[config.mk]
export PLATFORM = sky130hd
export DESIGN_NAME = shift_register_bank
export DESIGN_NICKNAME = d
export VERILOG_FILES = /design/src/rtl/shift_register_pkg.sv /design/src/rtl/ff_stage.sv /design/src/rtl/shift_register_bank.sv
export SDC_FILE = /design/constraint.sdc
export NUM_CORES = 1
export LEC_CHECK = 0
export BUFFER_PORTS_ARGS = -buffer_cell sky130_fd_sc_hd__buf_4
export CAP_MARGIN = 0
export CELL_PAD_IN_SITES_DETAIL_PLACEMENT = 1
export CELL_PAD_IN_SITES_GLOBAL_PLACEMENT = 1
export CORE_MARGIN = 3
export CORE_UTILIZATION = 37
export DETAILED_ROUTE_END_ITERATION = 10
export GPL_TIMING_DRIVEN = 0
export PLACE_DENSITY_LB_ADDON = 0.1
export SLEW_MARGIN = 10
export SYNTH_ARGS = -nofsm -noshare
export SYNTH_HDL_FRONTEND = slang
export SYNTH_SLANG_ARGS = --single-unit
[constraint.sdc]
create_clock -name clk -period 2.2 [get_ports clk]
set_input_delay 0.22 -clock clk [delete_from_list [all_inputs] [get_ports clk]]
set_output_delay 0.22 -clock clk [all_outputs]
set_load 0.02 [all_outputs]
[src/rtl/shift_register_pkg.sv]
// shift_register_pkg: mode encoding and fill-counter width helper for shift_register_bank
package shift_register_pkg;
    typedef enum logic [2:0] {
        HOLD  = 3'd0,
        LOAD  = 3'd1,
        SHL   = 3'd2,
        SHR   = 3'd3,
        ROTL  = 3'd4,
        ROTR  = 3'd5,
        CLEAR = 3'd6,
        RSVD  = 3'd7
    } sr_mode_t;

    function automatic int FILL_W(input int depth);
        return ($clog2(depth + 1) < 1) ? 1 : $clog2(depth + 1);
    endfunction
endpackage

[src/rtl/ff_stage.sv]
// ff_stage: one WIDTH-bit register with enable and synchronous reset
module ff_stage #(
    parameter int WIDTH = 8,
    parameter logic [WIDTH-1:0] RESET_VAL = '0
) (
    input  logic             clk,
    input  logic             reset,
    input  logic             en,
    input  logic [WIDTH-1:0] d,
    output logic [WIDTH-1:0] q
);
    always_ff @(posedge clk) begin
        if (reset) q <= RESET_VAL;
        else if (en) q <= d;
    end
endmodule

[src/rtl/shift_register_bank.sv]
// shift_register_bank: DEPTH x WIDTH register bank with load, shift, rotate, clear and a saturating fill count
module shift_register_bank
    import shift_register_pkg::*;
#(
    parameter int WIDTH = 8,
    parameter int DEPTH = 4,
    parameter logic [WIDTH-1:0] RESET_VAL = '0
) (
    input  logic                        clk,
    input  logic                        reset,
    input  logic                        en,
    input  logic [2:0]                  mode,
    input  logic [WIDTH-1:0]            ser_in,
    input  logic [DEPTH*WIDTH-1:0]      par_in,
    output logic [DEPTH*WIDTH-1:0]      par_out,
    output logic [WIDTH-1:0]            ser_out_l,
    output logic [WIDTH-1:0]            ser_out_r,
    output logic [FILL_W(DEPTH)-1:0]    fill,
    output logic                        full
);
    localparam int FW = FILL_W(DEPTH);

    sr_mode_t         op;
    logic             stage_en;
    logic [WIDTH-1:0] q [DEPTH];

    assign op       = sr_mode_t'(mode);
    assign stage_en = en && (op inside {LOAD, SHL, SHR, ROTL, ROTR, CLEAR});

    for (genvar i = 0; i < DEPTH; i++) begin : g_stage
        logic [WIDTH-1:0] from_l, from_r, d;
        // End stages take ser_in on shifts and wrap around on rotates
        if (i == 0) begin : g_l_end
            assign from_l = (op == ROTL) ? q[DEPTH-1] : ser_in;
        end else begin : g_l_mid
            assign from_l = q[i-1];
        end
        if (i == DEPTH - 1) begin : g_r_end
            assign from_r = (op == ROTR) ? q[0] : ser_in;
        end else begin : g_r_mid
            assign from_r = q[i+1];
        end
        assign d = (op == LOAD) ? par_in[i*WIDTH +: WIDTH] :
                   (op == SHL || op == ROTL) ? from_l :
                   (op == SHR || op == ROTR) ? from_r : RESET_VAL;
        ff_stage #(.WIDTH(WIDTH), .RESET_VAL(RESET_VAL)) u_stage (
            .clk   (clk),
            .reset (reset),
            .en    (stage_en),
            .d     (d),
            .q     (q[i])
        );
        assign par_out[i*WIDTH +: WIDTH] = q[i];
    end

    assign ser_out_l = q[DEPTH-1];
    assign ser_out_r = q[0];
    assign full      = (fill == FW'(DEPTH));

    always_ff @(posedge clk) begin
        if (reset) fill <= '0;
        else if (en) begin
            if (op == LOAD) fill <= FW'(DEPTH);
            else if ((op == SHL || op == SHR) && !full) fill <= fill + FW'(1);
            else if (op == CLEAR) fill <= '0;
        end
    end
endmodule

# Yosys cells after proc, flatten, opt, wreduce, memory -nomap -nowiden
# Index checks and enable logic that the tools add are counted.
[totals]
out_inout_bits = 52
word_cells = 39
in_bits = 46
regBits = 35
[op_classes]
n_eq_ne = 7
reduce_logical = 9
mux = 17
add_sub_neg = 1
[op_table]
columns = ["operator", "n"]
rows = [
  ["2-to-1 mux 8 bit", 14],
  ["== test 3 bit (second input constant)", 4],
  ["2-to-1 mux 3 bit", 3],
  ["== test 3 x 2 -> 1 bit (second input constant)", 2],
  ["nonzero test 6 bit", 1],
  ["adder 3 x 1 -> 3 bit (second input constant)", 1],
  ["== test 3 x 1 -> 1 bit (second input constant)", 1],
  ["logical OR 1 bit", 3],
  ["nonzero test 3 bit", 1],
  ["logical AND 1 bit", 2],
  ["AND reduction 2 bit", 1],
  ["zero test 1 bit", 1],
]

# Depth between registers and ports, before layout
[logic_depth]
word_depth = 5
ltp_mapped = 7
depth_no_buf = 6

# Cells and area by module
# A second synthesis with hierarchy kept.
[unflattened]
hier_cells = 304
hier_area_um2 = 2544.9
[modules_own_cells]
columns = ["mod", "n_inst", "seq_area_each_um2", "cells_per_inst", "area_per_inst_um2"]
rows = [
  ["shift_register_bank", 1, 60.1, 200, 1403.8],
  ["ff_stage", 4, 160.2, 26, 285.3],
]

# Least setup slack after synthesis
# OpenSTA, ideal clock, no wires.
[synth_timing]
path_kind = "input -> register"
from = "in mode[1]"
to = "reg g_stage[0].u_stage.q[0]"
t_arrival_ns = 1.325
n_path_buf = 2
required_time_ns = 2.063
path_stages = 6
path_slack_ns = 0.738
cell_sequence = "buf_6 -> or3b_2 -> buf_2 -> o22ai_1 -> o221a_2 -> nor3_2"
[synth_between]
elab_chain_len = 5
[synth_lines]
columns = ["element", "line", "rtl"]
rows = [
  ["from (decl)", "shift_register_bank.sv:12", "input logic [2:0] mode,"],
  ["== test 3 x 2 -> 1 bit / == test 3 bit (equally long branches)", "shift_register_bank.sv:28, shift_register_bank.sv:45", ""],
  ["logical OR 1 bit", "shift_register_bank.sv:45", "(op == SHR || op == ROTR) ? from_r : RESET_VAL;"],
  ["2-to-1 mux 8 bit", "shift_register_bank.sv:45", ""],
  ["2-to-1 mux 8 bit", "shift_register_bank.sv:44", "(op == SHL || op == ROTL) ? from_l :"],
  ["2-to-1 mux 8 bit", "shift_register_bank.sv:43", "assign d = (op == LOAD) ? par_in[i*WIDTH +: WIDTH] :"],
  ["to (signal assigned)", "ff_stage.sv:13", "if (reset) q <= RESET_VAL;"],
  ["to (signal assigned)", "ff_stage.sv:14", "else if (en) q <= d;"],
  ["to (decl)", "ff_stage.sv:10", "output logic [WIDTH-1:0] q"],
]
# Several ways; a longest one is shown, not always the timed one.
# A chain may end at the register's enable or synchronous reset.

# Worst setup path after layout
[layout_timing]
from = "in mode[2]"
to = "reg g_stage[1].u_stage.q[3]"
[layout_between]
elab_chain_len = 5
[layout_lines]
columns = ["element", "line"]
rows = [
  ["== test 3 x 2 -> 1 bit / == test 3 bit (equally long branches)", "shift_register_bank.sv:28, shift_register_bank.sv:45"],
  ["logical OR 1 bit", "shift_register_bank.sv:45"],
  ["2-to-1 mux 8 bit", "shift_register_bank.sv:45"],
  ["2-to-1 mux 8 bit", "shift_register_bank.sv:44"],
  ["2-to-1 mux 8 bit", "shift_register_bank.sv:43"],
  ["to (signal assigned)", "ff_stage.sv:13"],
  ["to (signal assigned)", "ff_stage.sv:14"],
  ["to (decl)", "ff_stage.sv:10"],
]
# Several ways; a longest one is shown, not always the timed one.

==> metrics.csv <==
metric,value,unit
relative_slew_margins,49.9,%
buffers_inserted_during_post_cts_setup_optimization,0,
outcome,"finished, final reports clean",
number_of_flops_mapped_to_enable_cells_by_yosys,0,
fin_ws,612,ps
detailedRoute.firstPassIterationCount,4,
clock_skew,6.93,ps
power.density,583,nW/um^2
htreeDepth,2,
period_needed,1590,ps
worst_pin_slew,751,ps
tritoncts_num_sinks,35,
core_area,6100,sq um
combPwrFrac,33.1,%
setup_viol,0,
path_class,in2reg,
initial_utilization,39.1,%
synth.cell_area,2390,sq um
syn_inst,289,
cpMaxStageDelayCell,sky130_fd_sc_hd__clkbuf_1,
worst_path_most_repeated_cell,sky130_fd_sc_hd__buf_4,
clock_path_buffers,2,
critical_path.cell_chain,buf_4 -> buf_4 -> nand3_1 -> o211a_1 -> clkbuf_1 -> nor2_1 -> nor3_1,
synth_area_in_adders,1.05,%
ant_nets,0,
synth_nets,337,
placed_inst_area,3190,sq um
synth.yosys.seq_area_share,29.4,%
areaGrowthSynthToFinish,38.0,%
min_path_type,in2reg,
dp_slack,359,ps
cts.root.buffer_cell,sky130_fd_sc_hd__clkbuf_8,
floorplan.rows,28,
yosys.cell_count.top_type,sky130_fd_sc_hd__nor2_1,
port-buffer-count,95,
design.die.area,7450,sq um
chipWidth,86.3,um
die-height,86.3,um
remaining_drc_errors,0,
cap_violations,0,
slew_violations,0,
boundaryPins,98,
clock_insertion_delay_worst_skew,300,ps
post_synthesis_share_of_cell_area_spent_on_xor_and_xnor_gates,1.15,%
hold_ws,213,ps
grt_max_degree,11,
clock_share_of_power,28.5,%
totalNegativeSetupSlack,0,ps
power.sequential.fraction,38.4,%
max-vdd-ir-drop,0.325,mV
power_report.internal_total,1.25,mW
dpl.hpwl,6910,um
antennaDiodeCount,0,
hold_path.startpoint,par_in[15],
layout.nets,439,
globalRoute.totalOverflow,0,
main_combinational_cell_family_by_area_after_synthesis,compound AO/OA/AOI/OAI gates,
power_switching_share,34.7,%
antenna_found_initial,0,
yosys-top-cells-area,"sky130_fd_sc_hd__dfxtp_1 29%, sky130_fd_sc_hd__mux2i_1 6.7%, sky130_fd_sc_hd__buf_4 6.6%, sky130_fd_sc_hd__nor2_1 6.6%, sky130_fd_sc_hd__a211oi_1 5.0%",
worstPathArrival,1800,ps
critical-path-top-delay-family,buffers and inverters,
reported_leakage_power,1.46,nW
cts_tree,yes,
synth-compound-area-share,28.1,%
critical_path.endpoint_type,register,
wire_length_of_the_first_global_routing_pass,14800,um
initialDrtViolationCount,153,
routed_vias,2665,
number_of_warnings_issued_by_yosys,0,
worstSetupStartpointType,input port,
critical_path.max_stage_delay,550,ps
layout.core_utilization,54.0,%
timing.final.hold_violations,0,
worst-path-max-fanout,10,
synth-seq-cells,35,
synth_top_area_share,29.4,%
synth.avg_cell_area,8.26,sq um
ys_dominant_reg_cell,sky130_fd_sc_hd__dfxtp_1,
wire_per_inst,20.7,um
post_synth_most_frequent_cells,"42 x sky130_fd_sc_hd__nor2_1, 35 x sky130_fd_sc_hd__dfxtp_1, 21 x sky130_fd_sc_hd__buf_4",
timing.rr.start,fill[0],
post_synth_num_cell_types,40,
hold_buffers,0,
global_route.usage.total,26.0,%
worst_setup_hold_path_clk_slew,70,ps
ctsResizeCount,0,
synth.mux.area_fraction,6.71,%
via_per_inst,5.71,
place.gp.congestion,0.834,
yosys.area_share.simple,20.9,%
power.net_switching,666,uW
grt_setup_unrepaired,no,
cts_buffers,5,
design_area,3290,sq um
startpoint,mode[2],
grt_pass1_vias,2730,
cell_taking_the_most_area_after_synthesis,sky130_fd_sc_hd__dfxtp_1,
crit_required,2410,ps
async_reset_ff_share,0,%
max_clock_freq,630,MHz
critical_path_buf_inv_count,3,
drive_above_1_share,39.8,%
final_min_period_over_clock_period,72.2,%
routed_wl,9670,um
stage by stage:
stage,cells,power (mW)
6_report,467,1.92
5_1_grt,467,1.99
4_1_cts,467,1.91
3_5_place_dp,459,1.38
3_3_place_gp,459,1.36
2_1_floorplan,289,1.11
tightest hold or removal path, delay by kind of cell:
kind	cells	cell delay, ps
compound gates	1	50
simple gates	1	110
buf+inv	1	80
worst paths after layout:
kind,to,slack [ps],cells after the start
worst max-delay path,g_stage[1].u_stage.q[3],610,7
worst min-delay path,g_stage[1].u_stage.q[7],210,3
worst max register to register,fill[2],680,6
worst min register to register,fill[1],520,2
metal layers:
metal | track usage [%] | up-vias | part of all wire [%]
met2 | 44.4 | 107 | 49
met3 | 3.99 | 14 | 6.5
met4 | 7.37 | 0 | 1.6
met1 | 34.1 | 1301 | 43
li1 | - | 1243 | -
met5 | 0 | - | 0
cell usage in the layout, fill, tap and decap left out, drive strengths merged:
| master | n |
|---|---|
| nand4 | 1 |
| or3b | 1 |
| or2 | 2 |
| inv | 5 |
| and2b | 1 |
| nand4b | 1 |
| a21boi | 8 |
| dfxtp | 35 |
| o2111a | 1 |
| o211ai | 1 |
| nor3 | 25 |
| o211a | 1 |
| o221a | 8 |
| ha | 2 |
| buf | 128 |
| nand3 | 1 |
| nand2 | 12 |
| a21oi | 17 |
| a22oi | 8 |
| a211oi | 16 |
| o21ai | 1 |
| o22ai | 17 |
| mux2i | 16 |
| a2111o | 8 |
| o22a | 1 |
| nor2b | 2 |
| xnor2 | 1 |
| a32o | 1 |
| and2 | 1 |
| nor2 | 42 |
| nand2b | 9 |
| clkbuf | 19 |
registers in the layout, summed over array words and instances (netlist names):
name               cells
g_stage.u_stage.q     32
fill                   3
power by group through the flow:
stage                     Clock [mW]  Combinational [mW]  Sequential [mW]
after floorplan                    0               0.325            0.786
after global placement             0               0.616            0.748
after detailed placement           0               0.630            0.750
after CTS                      0.546               0.633            0.735
after global routing           0.570               0.679            0.743
final                          0.547               0.635            0.737
area by class of cell:
type	instances	area, sq um
plain buffers	44	285
well taps	75	93.8
flip-flops and latches	35	701
inverters	5	18.8
clock buffers	8	100
multi-input cells	205	1380
fillers	755	2800
repair buffers	95	713
kinds of logic (layout without fill, tap and decap cells):
| family | after synthesis | in the layout |
|---|---|---|
| buffers and inverters | 49 | 152 |
| and+or+nand+nor | 98 | 98 |
| DFF | 35 | 35 |
| adders and majority gates | 2 | 2 |
| AOI/OAI and AO/OA | 88 | 88 |
| xor gates and xnor gates | 1 | 1 |
| muxes | 16 | 16 |
Note: power is estimated with default switching activity, not from simulation.
